`src/rtl/precedence_sequencer.sv`:
```
// rtl/precedence_sequencer.sv - shunting-yard operator precedence sequencer
module precedence_sequencer #(
  parameter int                             OP_W        = 3,
  parameter int                             LVL_W       = 2,
  parameter logic [(2**OP_W)*LVL_W-1:0]     PREC_TABLE  = 16'h03A5,
  parameter logic [(2**OP_W)-1:0]           RASSOC_MASK = 8'h10,
  parameter logic [OP_W-1:0]                OP_LP       = 3'd5,
  parameter logic [OP_W-1:0]                OP_RP       = 3'd6,
  parameter logic [OP_W-1:0]                OP_END      = 3'd7,
  parameter int                             CNT_W       = 8
) (
  input  logic             Clock,
  input  logic             Reset,
  input  logic             in_valid,
  output logic             in_ready,
  input  logic [OP_W-1:0]  in_op,
  input  logic [OP_W-1:0]  op_data,
  input  logic             op_empty,
  input  logic             op_full,
  output logic             op_push,
  output logic [OP_W-1:0]  op_wdata,
  output logic             op_pop,
  output logic             rd_valid,
  output logic [OP_W-1:0]  rd_op,
  input  logic             rd_ready,
  output logic             done,
  output logic             err,
  output logic [CNT_W-1:0] red_cnt
);

  typedef enum logic [2:0] {
    S_IDLE    = 3'd0,
    S_COMPARE = 3'd1,
    S_REDUCE  = 3'd2,
    S_PUSH    = 3'd3,
    S_DONE    = 3'd4,
    S_ERR     = 3'd5
  } state_t;

  state_t          state;
  state_t          next_state;
  logic [OP_W-1:0] cur_op;

  function automatic logic [LVL_W-1:0] lvl(input logic [OP_W-1:0] code);
    return PREC_TABLE[code*LVL_W +: LVL_W];
  endfunction

  // Stack top outranks the incoming operator (ties reduce only when left-associative)
  logic top_wins;
  always_comb begin
    top_wins = (lvl(op_data) > lvl(cur_op)) ||
               ((lvl(op_data) == lvl(cur_op)) && !RASSOC_MASK[cur_op]);
  end

  // State register
  always_ff @(posedge Clock) begin
    if (Reset) state <= S_IDLE;
    else       state <= next_state;
  end

  // Next-state decode: one shunting-yard decision per COMPARE cycle
  always_comb begin
    next_state = state;
    case (state)
      S_IDLE:    if (in_valid) next_state = S_COMPARE;
      S_COMPARE: begin
        if (cur_op == OP_LP) begin
          next_state = op_full ? S_ERR : S_PUSH;
        end else if (cur_op == OP_RP) begin
          if (op_empty)              next_state = S_ERR;
          else if (op_data == OP_LP) next_state = S_IDLE;
          else                       next_state = S_REDUCE;
        end else if (cur_op == OP_END) begin
          if (op_empty)              next_state = S_DONE;
          else if (op_data == OP_LP) next_state = S_ERR;
          else                       next_state = S_REDUCE;
        end else if (op_empty || (op_data == OP_LP) || !top_wins) begin
          next_state = op_full ? S_ERR : S_PUSH;
        end else begin
          next_state = S_REDUCE;
        end
      end
      S_REDUCE:  if (rd_ready) next_state = S_COMPARE;
      S_PUSH:    next_state = S_IDLE;
      S_DONE:    next_state = S_IDLE;
      S_ERR:     next_state = S_ERR;
      default:   next_state = S_IDLE;
    endcase
  end

  // Outputs decoded from state and registers only (in_valid never reaches in_ready)
  always_comb begin
    in_ready = (state == S_IDLE);
    rd_valid = (state == S_REDUCE);
    op_push  = (state == S_PUSH);
    op_wdata = cur_op;
    done     = (state == S_DONE);
    err      = (state == S_ERR);
    // A matching left paren is discarded straight from COMPARE without a reduce
    op_pop   = ((state == S_REDUCE) && rd_ready) ||
               ((state == S_COMPARE) && (cur_op == OP_RP) && !op_empty && (op_data == OP_LP));
  end

  // Token latch, reduce operator latch and saturating reduce counter
  always_ff @(posedge Clock) begin
    if (Reset) begin
      cur_op  <= '0;
      rd_op   <= '0;
      red_cnt <= '0;
    end else begin
      if ((state == S_IDLE) && in_valid) cur_op <= in_op;
      if ((state == S_COMPARE) && (next_state == S_REDUCE)) rd_op <= op_data;
      if ((state == S_REDUCE) && rd_ready && (red_cnt != '1)) red_cnt <= red_cnt + 1'b1;
      if (state == S_DONE) red_cnt <= '0;
    end
  end

endmodule

```
`config.mk`:
```
export PLATFORM = sky130hd
export DESIGN_NAME = precedence_sequencer
export DESIGN_NICKNAME = d
export VERILOG_FILES = /design/src/rtl/precedence_sequencer.sv
export SDC_FILE = /design/constraint.sdc
export NUM_CORES = 1
export LEC_CHECK = 0
export CORE_ASPECT_RATIO = 1.25
export CORE_MARGIN = 2
export CORE_UTILIZATION = 45
export DETAILED_ROUTE_END_ITERATION = 10
export PLACE_DENSITY = 0.77
export REMOVE_ABC_BUFFERS = 1
export SYNTH_ARGS = -nofsm -noshare
export SYNTH_HDL_FRONTEND = slang
export SYNTH_SLANG_ARGS = --single-unit
```
`constraint.sdc`:
```
create_clock -name Clock -period 3.62 [get_ports Clock]
set_input_delay 0.724 -clock Clock [delete_from_list [all_inputs] [get_ports Clock]]
set_output_delay 0.724 -clock Clock [all_outputs]
set_load 0.02 [all_outputs]
```
---- Word level (Yosys, flattened, before mapping) ----
Memories as Yosys holds them, arrays and structs flattened. A register that Yosys moved wholly into a read port is not among the register bits.
Index checks and enable logic that the tools add are counted.
word-level totals
  bits in registers ....................... 17
  ROM bits ................................ 8
  input bits .............................. 12
  output and inout bits ................... 20
  word-level logic and storage cells ...... 54
  memories ................................ 1
memory list
  name             depth  bits a word  rd ports  clocked after Yosys merged registers in  write ports  RTL line  RTL
  (no name shown)  8      1            1         1                                        0            52        ((lvl(op_data) == lvl(cur_op)) && !RASSOC_MASK[cur_op]);
cells by class
  $add $sub $neg .......................... 1
  order comparisons ....................... 2
  equal/unequal tests ..................... 12
  shifts and indexed selects .............. 2
  muxes and demuxes ....................... 15
  reduce and logical (&&, ||, !) cells .... 17
operators by type and width
  cell                                                        count
  2-to-1 mux 3 bit                                            12
  indexed part select 16 x 5 -> 2 bit (first input constant)  2
  equality test 3 bit (second input constant)                 6
  one-hot mux 3 bit (4 select lines)                          1
  equality test 3 x 2 -> 1 bit (second input constant)        3
  adder 8 x 1 -> 8 bit (second input constant)                1
  logical AND 1 bit                                           8
  != test 8 bit (second input constant)                       1
  logical OR 1 bit                                            4
  < comparator 3 x 4 -> 1 bit (second input constant)         1
  equality test 3 x 1 -> 1 bit (second input constant)        1
  logical NOT 1 bit                                           3
  logical NOT 3 bit                                           1
  equality test 2 bit                                         1
  greater-than comparator 2 bit                               1
  2-to-1 mux 2 bit                                            1
  OR reduction 2 bit                                          1
  2-to-1 mux 1 bit                                            1

---- Depth between registers and ports, before layout ----
Gate-level depths: netlist of the first run.
  depth in word-level cells ............... 14
  mapped depth ............................ 9
  depth with buffers taken out ............ 9

---- Least setup slack after synthesis of the first run ----
No wires, ideal clock.
  path type ............................... in2reg
  from .................................... input port op_data[2]
  to ...................................... register rd_op[0]
  setup time .............................. 0.072 ns
  data arrival time ....................... 2.581 ns
  data required time ...................... 3.548 ns
  path slack .............................. 0.967 ns
  stages .................................. 7
  path buffers ............................ 0
  cell sequence ........................... mux2_2 > ha_1 > and3_1 > o41ai_2 > a31oi_1 > a2111oi_4 > mux2i_1
between the ends
  word-level cells in the longest chain between the ends .. 13
  elaborated cells between the ends (all ways) .. 20
  classes of those cells .................. 1 x order compare; 3 x eq/ne; 1 x shift; 9 x mux; 6 x reduce/logical
ends and longest elaborated chain
  element                               RTL line  RTL
  start, declared                       17        input logic [OP_W-1:0] op_data,
  indexed part select 16 x 5 -> 2 bit   45        return PREC_TABLE[code*LVL_W +: LVL_W];
  equality test 2 bit                   52
  logical AND 1 bit                     52
  logical OR 1 bit                      51        top_wins = (lvl(op_data) > lvl(cur_op)) ||
  logical NOT 1 bit                     77        end else if (op_empty || (op_data == OP_LP) || !top_wins) begin
  logical OR 1 bit                      77
  2-to-1 mux 3 bit                      77
  2-to-1 mux 3 bit                      73        end else if (cur_op == OP_END) begin
  2-to-1 mux 3 bit *                    69        end else if (cur_op == OP_RP) begin
  2-to-1 mux 3 bit *                    67        if (cur_op == OP_LP) begin
  one-hot mux 3 bit (4 select lines) *  64        case (state)
  equality test 3 x 2 -> 1 bit *        112       if ((state == S_COMPARE) && (next_state == S_REDUCE)) rd_op <= op_data;
  logical AND 1 bit *                   112
  end signal, assigned                  112
  end, declared                         24        output logic [OP_W-1:0] rd_op,
Every way passes the cells marked *; elsewhere a longest branch is shown, timed or not.
A chain may end at the register's enable or synchronous reset.

---- Worst setup path in the final report of the first run ----
  from .................................... input port op_data[2]
  to ...................................... output port op_pop
between the ends
  word-level cells in the longest chain between the ends .. 3
ends and longest elaborated chain
  element              RTL line  RTL
  equality test 3 bit  101       ((state == S_COMPARE) && (cur_op == OP_RP) && !op_empty && (op_data == OP_LP));
  logical AND 1 bit    101
  logical OR 1 bit     100       op_pop = ((state == S_REDUCE) && rd_ready) ||
  end, declared        22        output logic op_pop,
Every way passes these cells.

==> results.yml, run 1 <==
run_status:
  outcome: "finished clean"
logic_synthesis:
  synth_top_family_by_area: "simple AND/OR/NAND/NOR gates"
  ys_ff_latch: 18
  synth_fa_ha_area_share_pct: 3.444
  yosys.area.top_type_share_pct: 33.07
  synth_compound_area_share_pct: 18.60
  post_synth_xor_area_fraction_pct: 4.822
  synth.distinct_cells: 44
  avgSynthCellArea_um2: 8.860
  yosysSeqAreaShare_pct: 33.07
  synth_most_common_cell: "nor2_1"
  synth_cells: 123
  synth_edf_count: 0
  synth_common_cells: "nor2_1 (21), dfxtp_1 (18), nand2b_1 (8), a21oi_1 (7), mux2i_1 (7)"
  yosysWarnings: 0
  synth_flop_cell: "dfxtp_1"
  synth_area_leaders: "dfxtp_1 (33%), nor2_1 (7.2%), mux2i_1 (6.4%), nand2b_1 (4.6%), ha_1 (3.4%)"
  synth_async_sr_flop_share_pct: 0
  yosysTopAreaCell: "dfxtp_1"
  synthMuxAreaShare_pct: 7.463
  yosys.area_share.simple_pct: 29.74
  syn_area_um2: 1090
worst_setup_path:
  critPathKind: "input port to primary output"
  reg2reg_slack_ps: 1070
  crit_path_start: "op_data[2]"
  cp.required_ps: 2900
  arrival_ps: 2670
  r2r_start: "op_wdata[2]"
  setup.worst_path.start_class: "input port"
  critPathMaxFanout: 4
  critPathCaptureType: "primary output"
finish:
  insertedDiodeCount: 0
  design_area_um2: 1459
  nets: 170
  syn_to_final_growth_pct: 33.87
  final_layout_size_suffix_gt1_share_pct: 9.740
sta:
  tightestPinTransition_ps: 414.0
  rsz0062_at_grt: "false"
  fin_crit_ps: 3395
  setup_viol: 0
  hold_viol_final: 0
  drv_slew: 0
  tns_ps: 0
  max_freq_mhz: 294.5
  skew_ps: 4.034
  fin_ws_ps: 224.6
  finalCritPeriodShare_pct: 93.80
  maxSlewHeadroom_pct: 72.32
floorplanning:
  core_um2: 2258
  num_io_pins: 32
  dieArea_um2: 2834
  die_width_um: 48.02
  start_util_pct: 48.25
  dieHeight_um: 59.02
  row_count: 19
flow_run:
  cap_violations: 0
clocking:
  postCtsResizedCells: 0
  clk_pin_slew_ps: 100
  cts_max_level: 1
  cts_tree: "yes"
  cts_buffers: 3
  cts_hold_repair.buffers: 0
  cts_setup_buffers: 0
  clkSinkCount: 18
  cts.path.max_buffers: 2
  cts-root-buf: "clkbuf_4"
  clkLatencyLatePin_ps: 290
global_route:
  overflow: 0
  use_met3_pct: 1.829
  grt_max_degree: 15
  track_usage_pct: 18.87
  antenna_found_initial: 0
  grt_pass1_vias: 929
  grt_busiest_layer: "met2"
  grt_pass1_wl_um: 3898
  use_met1_pct: 23.52
  met2_usage_pct: 32.95
hold_path:
  hold_path_class: "flip-flop to flip-flop"
  hp-start: "rd_op[0]"
route:
  wl_per_cell_um: 12.86
  vias: 962
  drtIter0Drc: 9
  firstDrtPassIters: 4
  remaining_drc_errors: 0
  drtAntennaViolNets: 0
  via_per_inst: 5.200
  routed_wl_um: 2380
place:
  io_buffers: 31
  hpwl_um: 1903
  gp_congestion: 0.7442
  placed_area_um2: 1423
  dp_slack_ps: 171.6
power:
  powerDensity_nw_per_um2: 327.3
  peakVddDrop_v: 0.0001927
  p_leak_nw: 0.5171
## registers in the layout, summed over array words and instances (netlist names), named ones only
register,count
state,3
red_cnt,8
op_wdata,3
rd_op,3
## through the flow
step | power [mW] | std cells | hold WS, ps | util [%]
finish | 0.4775 | 185 | 491.2 | 64.60
global route | 0.5070 | 185 | 517.9 | 64.60
CTS | 0.4819 | 185 | 496.5 | 64.60
detailed placement | 0.3604 | 181 | 481.9 | 62.99
global placement | 0.3578 | 181 | 463.3 | 62.99
floorplan | 0.3086 | 119 | 545.3 | -
## power by group
part | switching [mW] | leakage, nW | internal, mW
registers | 0.0149 | 0.146 | 0.207
clock network | 0.0611 | 0.0210 | 0.0612
logic | 0.0685 | 0.350 | 0.0646
## worst max-delay path, stage by stage
cell             delay (ps)
clkdlybuf4s50_1         570
nand3b_4                130
or4_1                   480
o2bb2ai_1               140
clkdlybuf4s50_1         620
## routing by layer
layer | up-vias | wire length [µm]
met4 | 0 | 16
li1 | 502 | -
met3 | 2 | 63
met2 | 17 | 1243
met5 | - | 0
met1 | 441 | 1056
## placed cells by master (no fill, tap or decap), types with 2 or more instances in the layout
master,synthesis,routed
or4_1,2,2
clkdlybuf4s50_1,0,31
xnor2_1,3,3
mux2i_1,7,7
nand2_1,4,4
and2_1,2,2
clkbuf_4,0,3
inv_1,4,4
ha_1,3,3
nand3_1,5,5
a21oi_1,7,7
a31oi_1,2,2
nor2_1,21,21
nor3_1,2,2
xor2_1,3,3
dfxtp_1,18,18
nand2b_1,8,8
o31ai_1,2,2
## final timing paths
check	end	cells after the start
worst max-delay path	op_pop	5
worst min-delay path	rd_op[0]	2
worst max register to register	rd_op[2]	9
worst min register to register	rd_op[0]	2
## cell families after synthesis
kind of cell / after synthesis
compound gates: 23
mux: 8
flops: 18
buf+inv: 8
fa+ha+maj: 3
simple gates: 57
xor+xnor: 6
## cell type report
type                            instances  area (µm²)
Timing Repair Buffer                   31       310.3
Multi-Input combinational cell         97       698.2
Clock buffer                            4       36.28
Sequential cell                        18       360.3
Inverter                                4       15.01
Tap cell                               31       38.79
Fill cell                             186       799.5
Power figures use the tool's default switching activity.
==> run 2, diff against run 1 <==
CORE_UTILIZATION = 30   (was 45)
PLACE_DENSITY = default   (was 0.77)
==> results.yml, run 2 (synthesized netlist as in run 1, its figures left out) <==
run_status:
  outcome: "finished clean"
global_route:
  overflow: 0
  grt_pass1_vias: 995
  grt_pass1_wl_um: 4271
  antenna_found_initial: 0
  grt_max_degree: 15
  track_usage_pct: 13.09
route:
  vias: 980
  firstDrtPassIters: 4
  wl_per_cell_um: 13.09
  via_per_inst: 5.104
  drtAntennaViolNets: 0
  remaining_drc_errors: 0
  drtIter0Drc: 17
  routed_wl_um: 2513
hold_path:
  hold_path_class: "flip-flop to flip-flop"
finish:
  final_common_cell: "clkdlybuf4s50_1"
  n_fill_cell: 350
  top_register: "red_cnt"
  nets: 170
  final_layout_size_suffix_gt1_share_pct: 9.150
  largest_reg_flops: 8
  syn_to_final_growth_pct: 35.25
  seq_area_um2: 360.3
  design_area_um2: 1474
  multiInputGateArea_um2: 698.2
  mostFrequentLayoutCells: "clkdlybuf4s50_1 (31), nor2_1 (21), dfxtp_1 (18)"
  insertedDiodeCount: 0
clocking:
  clkLatencyLatePin_ps: 250
  clkSinkCount: 18
  cts_tree: "yes"
  cts_max_level: 1
  cts_hold_repair.buffers: 0
  postCtsResizedCells: 0
  cts.path.max_buffers: 2
  cts_setup_buffers: 0
  clk_pin_slew_ps: 60
  cts-root-buf: "clkbuf_8"
  cts_buffers: 3
worst_setup_path:
  critPathCaptureType: "primary output"
  cp.required_ps: 2900
  critPathMaxFanout: 4
  setup.worst_path.start_class: "input port"
  critPathKind: "input port to primary output"
  arrival_ps: 2710
  reg2reg_slack_ps: 990
power:
  powerDensity_nw_per_um2: 335.0
  peakVddDrop_v: 0.0001892
  p_leak_nw: 0.5177
sta:
  skew_ps: 2.552
  setup_viol: 0
  tns_ps: 0
  fin_crit_ps: 3430
  tightestPinTransition_ps: 432.5
  drv_slew: 0
  max_freq_mhz: 291.5
  hold_viol_final: 0
  rsz0062_at_grt: "false"
  finalCritPeriodShare_pct: 94.76
  maxSlewHeadroom_pct: 71.08
place:
  placed_area_um2: 1433
  gp_congestion: 0.7588
  io_buffers: 31
  hpwl_um: 2011
floorplanning:
  start_util_pct: 31.29
  die_width_um: 57.91
  num_io_pins: 32
  dieHeight_um: 71.39
  row_count: 24
  dieArea_um2: 4134
  core_um2: 3483
flow_run:
  cap_violations: 0
[run 2: changes by cell type in the layout (fill, tap and decap cells not counted)]
| cell | delta |
|---|---|
| clkbuf_4 | -3 |
| clkbuf_8 | +2 |
[run 2: area by class of cell]
class	count	share of cell area (%)
well taps	39	3.311
repair buffers	31	21.05
inverters	4	1.019
clock buffers	3	2.801
multi-input cells	97	47.37
flip-flops and latches	18	24.45
[run 2: where the power goes]
group | leakage, nW | switching, mW | internal [mW]
registers | 0.146 | 0.0155 | 0.207
clock network | 0.0216 | 0.0631 | 0.0739
logic | 0.350 | 0.0691 | 0.0648
[run 2: final timing paths]
path / end / start / cells after the start
min: rd_op[1] / rd_op[1] / 2
min reg2reg: rd_op[1] / rd_op[1] / 2
max: op_pop / op_data[2] / 5
max reg2reg: rd_op[2] / op_wdata[2] / 9
[run 2: layer usage]
metal	routed length, µm	global-route usage [%]	vias up
li1	-	-	499
met1	1042	14.43	450
met2	1283	23.11	24
met3	127	2.888	7
met4	59	6.718	0
met5	0	0	-
[run 2: worst max-delay path: stages]
cell	delay, ps
clkdlybuf4s50_1	580
nand3b_4	130
or4_1	480
o2bb2ai_1	150
clkdlybuf4s50_1	630
[run 2: metrics by stage]
stage | setup slack, ps | total power, mW | utilization (%) | cells | hold slack (ps)
floorplan | 966.9 | 0.3086 | - | 119 | 545.3
global placement | 182.6 | 0.3593 | 41.13 | 189 | 466.7
detailed placement | 73.41 | 0.3620 | 41.13 | 189 | 481.1
global route | 108.9 | 0.5229 | 42.31 | 192 | 513.0
CTS | 172.2 | 0.5001 | 42.31 | 192 | 491.0
finish | 189.7 | 0.4937 | 42.31 | 192 | 479.8
==> run 3, diff against run 2 <==
MAX_ROUTING_LAYER = met4   (was default)
==> results.yml, run 3 (synthesized netlist as in run 1, its figures left out) <==
finish:
  fin_cells: 192
  top_register: "red_cnt"
  design_area_um2: 1474
  n_fill_cell: 350
  nets: 170
  largest_reg_flops: 8
  final_common_cell: "clkdlybuf4s50_1"
  insertedDiodeCount: 0
  final_layout_size_suffix_gt1_share_pct: 9.150
  post-route-util_pct: 42.31
  mostFrequentLayoutCells: "clkdlybuf4s50_1 (31), nor2_1 (21), dfxtp_1 (18)"
  syn_to_final_growth_pct: 35.25
global_route:
  grt_pass1_wl_um: 4271
  grt_pass1_vias: 995
  grt_max_degree: 15
  overflow: 0
  track_usage_pct: 13.48
  antenna_found_initial: 0
worst_setup_path:
  arrival_ps: 2710
  r2r_start: "op_wdata[2]"
  path_cells: "clkdlybuf4s50_1 > nand3b_4 > or4_1 > o2bb2ai_1 > clkdlybuf4s50_1"
  setup.worst_path.start_class: "input port"
  cpMaxStageDelayCell: "clkdlybuf4s50_1"
  path_buf_inv: 2
  reg2reg_slack_ps: 990
  r2r-end: "rd_op[2]"
  critPathKind: "input port to primary output"
  ff2ff_path_depth: 9
  crit_path_frequent_cell: "clkdlybuf4s50_1"
  critPathCaptureType: "primary output"
  crit_family: "buffers and inverters"
  cp_slowest_stage_delay_ps: 630
  critPathMaxFanout: 4
  cp.required_ps: 2900
sta:
  skew_ps: 2.056
  drv_slew: 0
  rsz0062_at_grt: "false"
  fin_crit_ps: 3430
  tns_ps: 0
  tightestPinTransition_ps: 432.0
  max_freq_mhz: 291.5
  setup_viol: 0
  maxSlewHeadroom_pct: 71.11
  holdWs_ps: 479.8
  hold_viol_final: 0
  finalCritPeriodShare_pct: 94.76
  fin_ws_ps: 189.7
clocking:
  cts_hold_repair.buffers: 0
  cts-root-buf: "clkbuf_8"
  clk_pin_slew_ps: 60
  cts_max_level: 1
  cts_setup_buffers: 0
  postCtsResizedCells: 0
  cts_buffers: 3
  clkSinkCount: 18
  cts_tree: "yes"
  clkLatencyLatePin_ps: 250
  cts.path.max_buffers: 2
floorplanning:
  core_um2: 3483
  dieArea_um2: 4134
  row_count: 24
  dieHeight_um: 71.39
  start_util_pct: 31.29
  die_width_um: 57.91
  num_io_pins: 32
place:
  gp_congestion: 0.7688
  placed_area_um2: 1433
  hpwl_um: 2011
  io_buffers: 31
  dp_slack_ps: 73.41
  placedCellCount: 189
hold_path:
  holdPathStages: 2
  hp-start: "rd_op[1]"
  min_to: "rd_op[1]"
  hold_path_class: "flip-flop to flip-flop"
flow_run:
  cap_violations: 0
power:
  powerDensity_nw_per_um2: 334.8
  power.total_uw: 493.5
  p_leak_nw: 0.5177
  peakVddDrop_v: 0.0001887
route:
  vias: 988
  drtAntennaViolNets: 0
  routed_wl_um: 2521
  remaining_drc_errors: 0
  wl_per_cell_um: 13.13
  via_per_inst: 5.146
  drtIter0Drc: 22
  firstDrtPassIters: 4
run_status:
  outcome: "finished clean"
-- run 3: cell counts in the layout (fill, tap and decap cells not counted) --
No cell type changed its count.
-- run 3: worst max-delay path by stage --
| stage | start | to | slack [ps] | depth (start not counted) |
|---|---|---|---|---|
| 2_1_floorplan | op_data[2] | rd_op[0] | 970 | 7 |
| 3_3_place_gp | op_data[2] | op_pop | 180 | 5 |
| 3_5_place_dp | op_data[2] | rd_op[2] | 70 | 8 |
| 4_1_cts | op_data[2] | op_pop | 170 | 5 |
| 5_1_grt | op_data[2] | op_pop | 110 | 5 |
| 6_report | op_data[2] | op_pop | 190 | 5 |
-- run 3: power breakdown --
group	total [mW]	switching, mW	leakage, nW	internal [mW]
clock	0.137	0.0629	0.0216	0.0739
combinational	0.134	0.0690	0.350	0.0648
sequential	0.223	0.0155	0.146	0.207
-- run 3: worst min-delay path: cells and delay by family (launching register included) --
kind          cells  cell delay, ps
flops             1             310
simple gates      1              60
mux               1              60
-- run 3: routing by layer --
metal	wire length, µm	global-route usage, %	up-vias
li1	-	-	501
met1	1066	14.99	454
met4	59	6.718	0
met2	1286	23.11	26
met5	0	-	-
met3	108	1.986	7
-- run 3: area by class of cell --
type,instances,area (µm²),share of cell area [%]
multi-input cells,97,698.2,47.37
clock buffers,3,41.29,2.801
well taps,39,48.80,3.311
inverters,4,15.01,1.019
repair buffers,31,310.3,21.05
flip-flops and latches,18,360.3,24.45
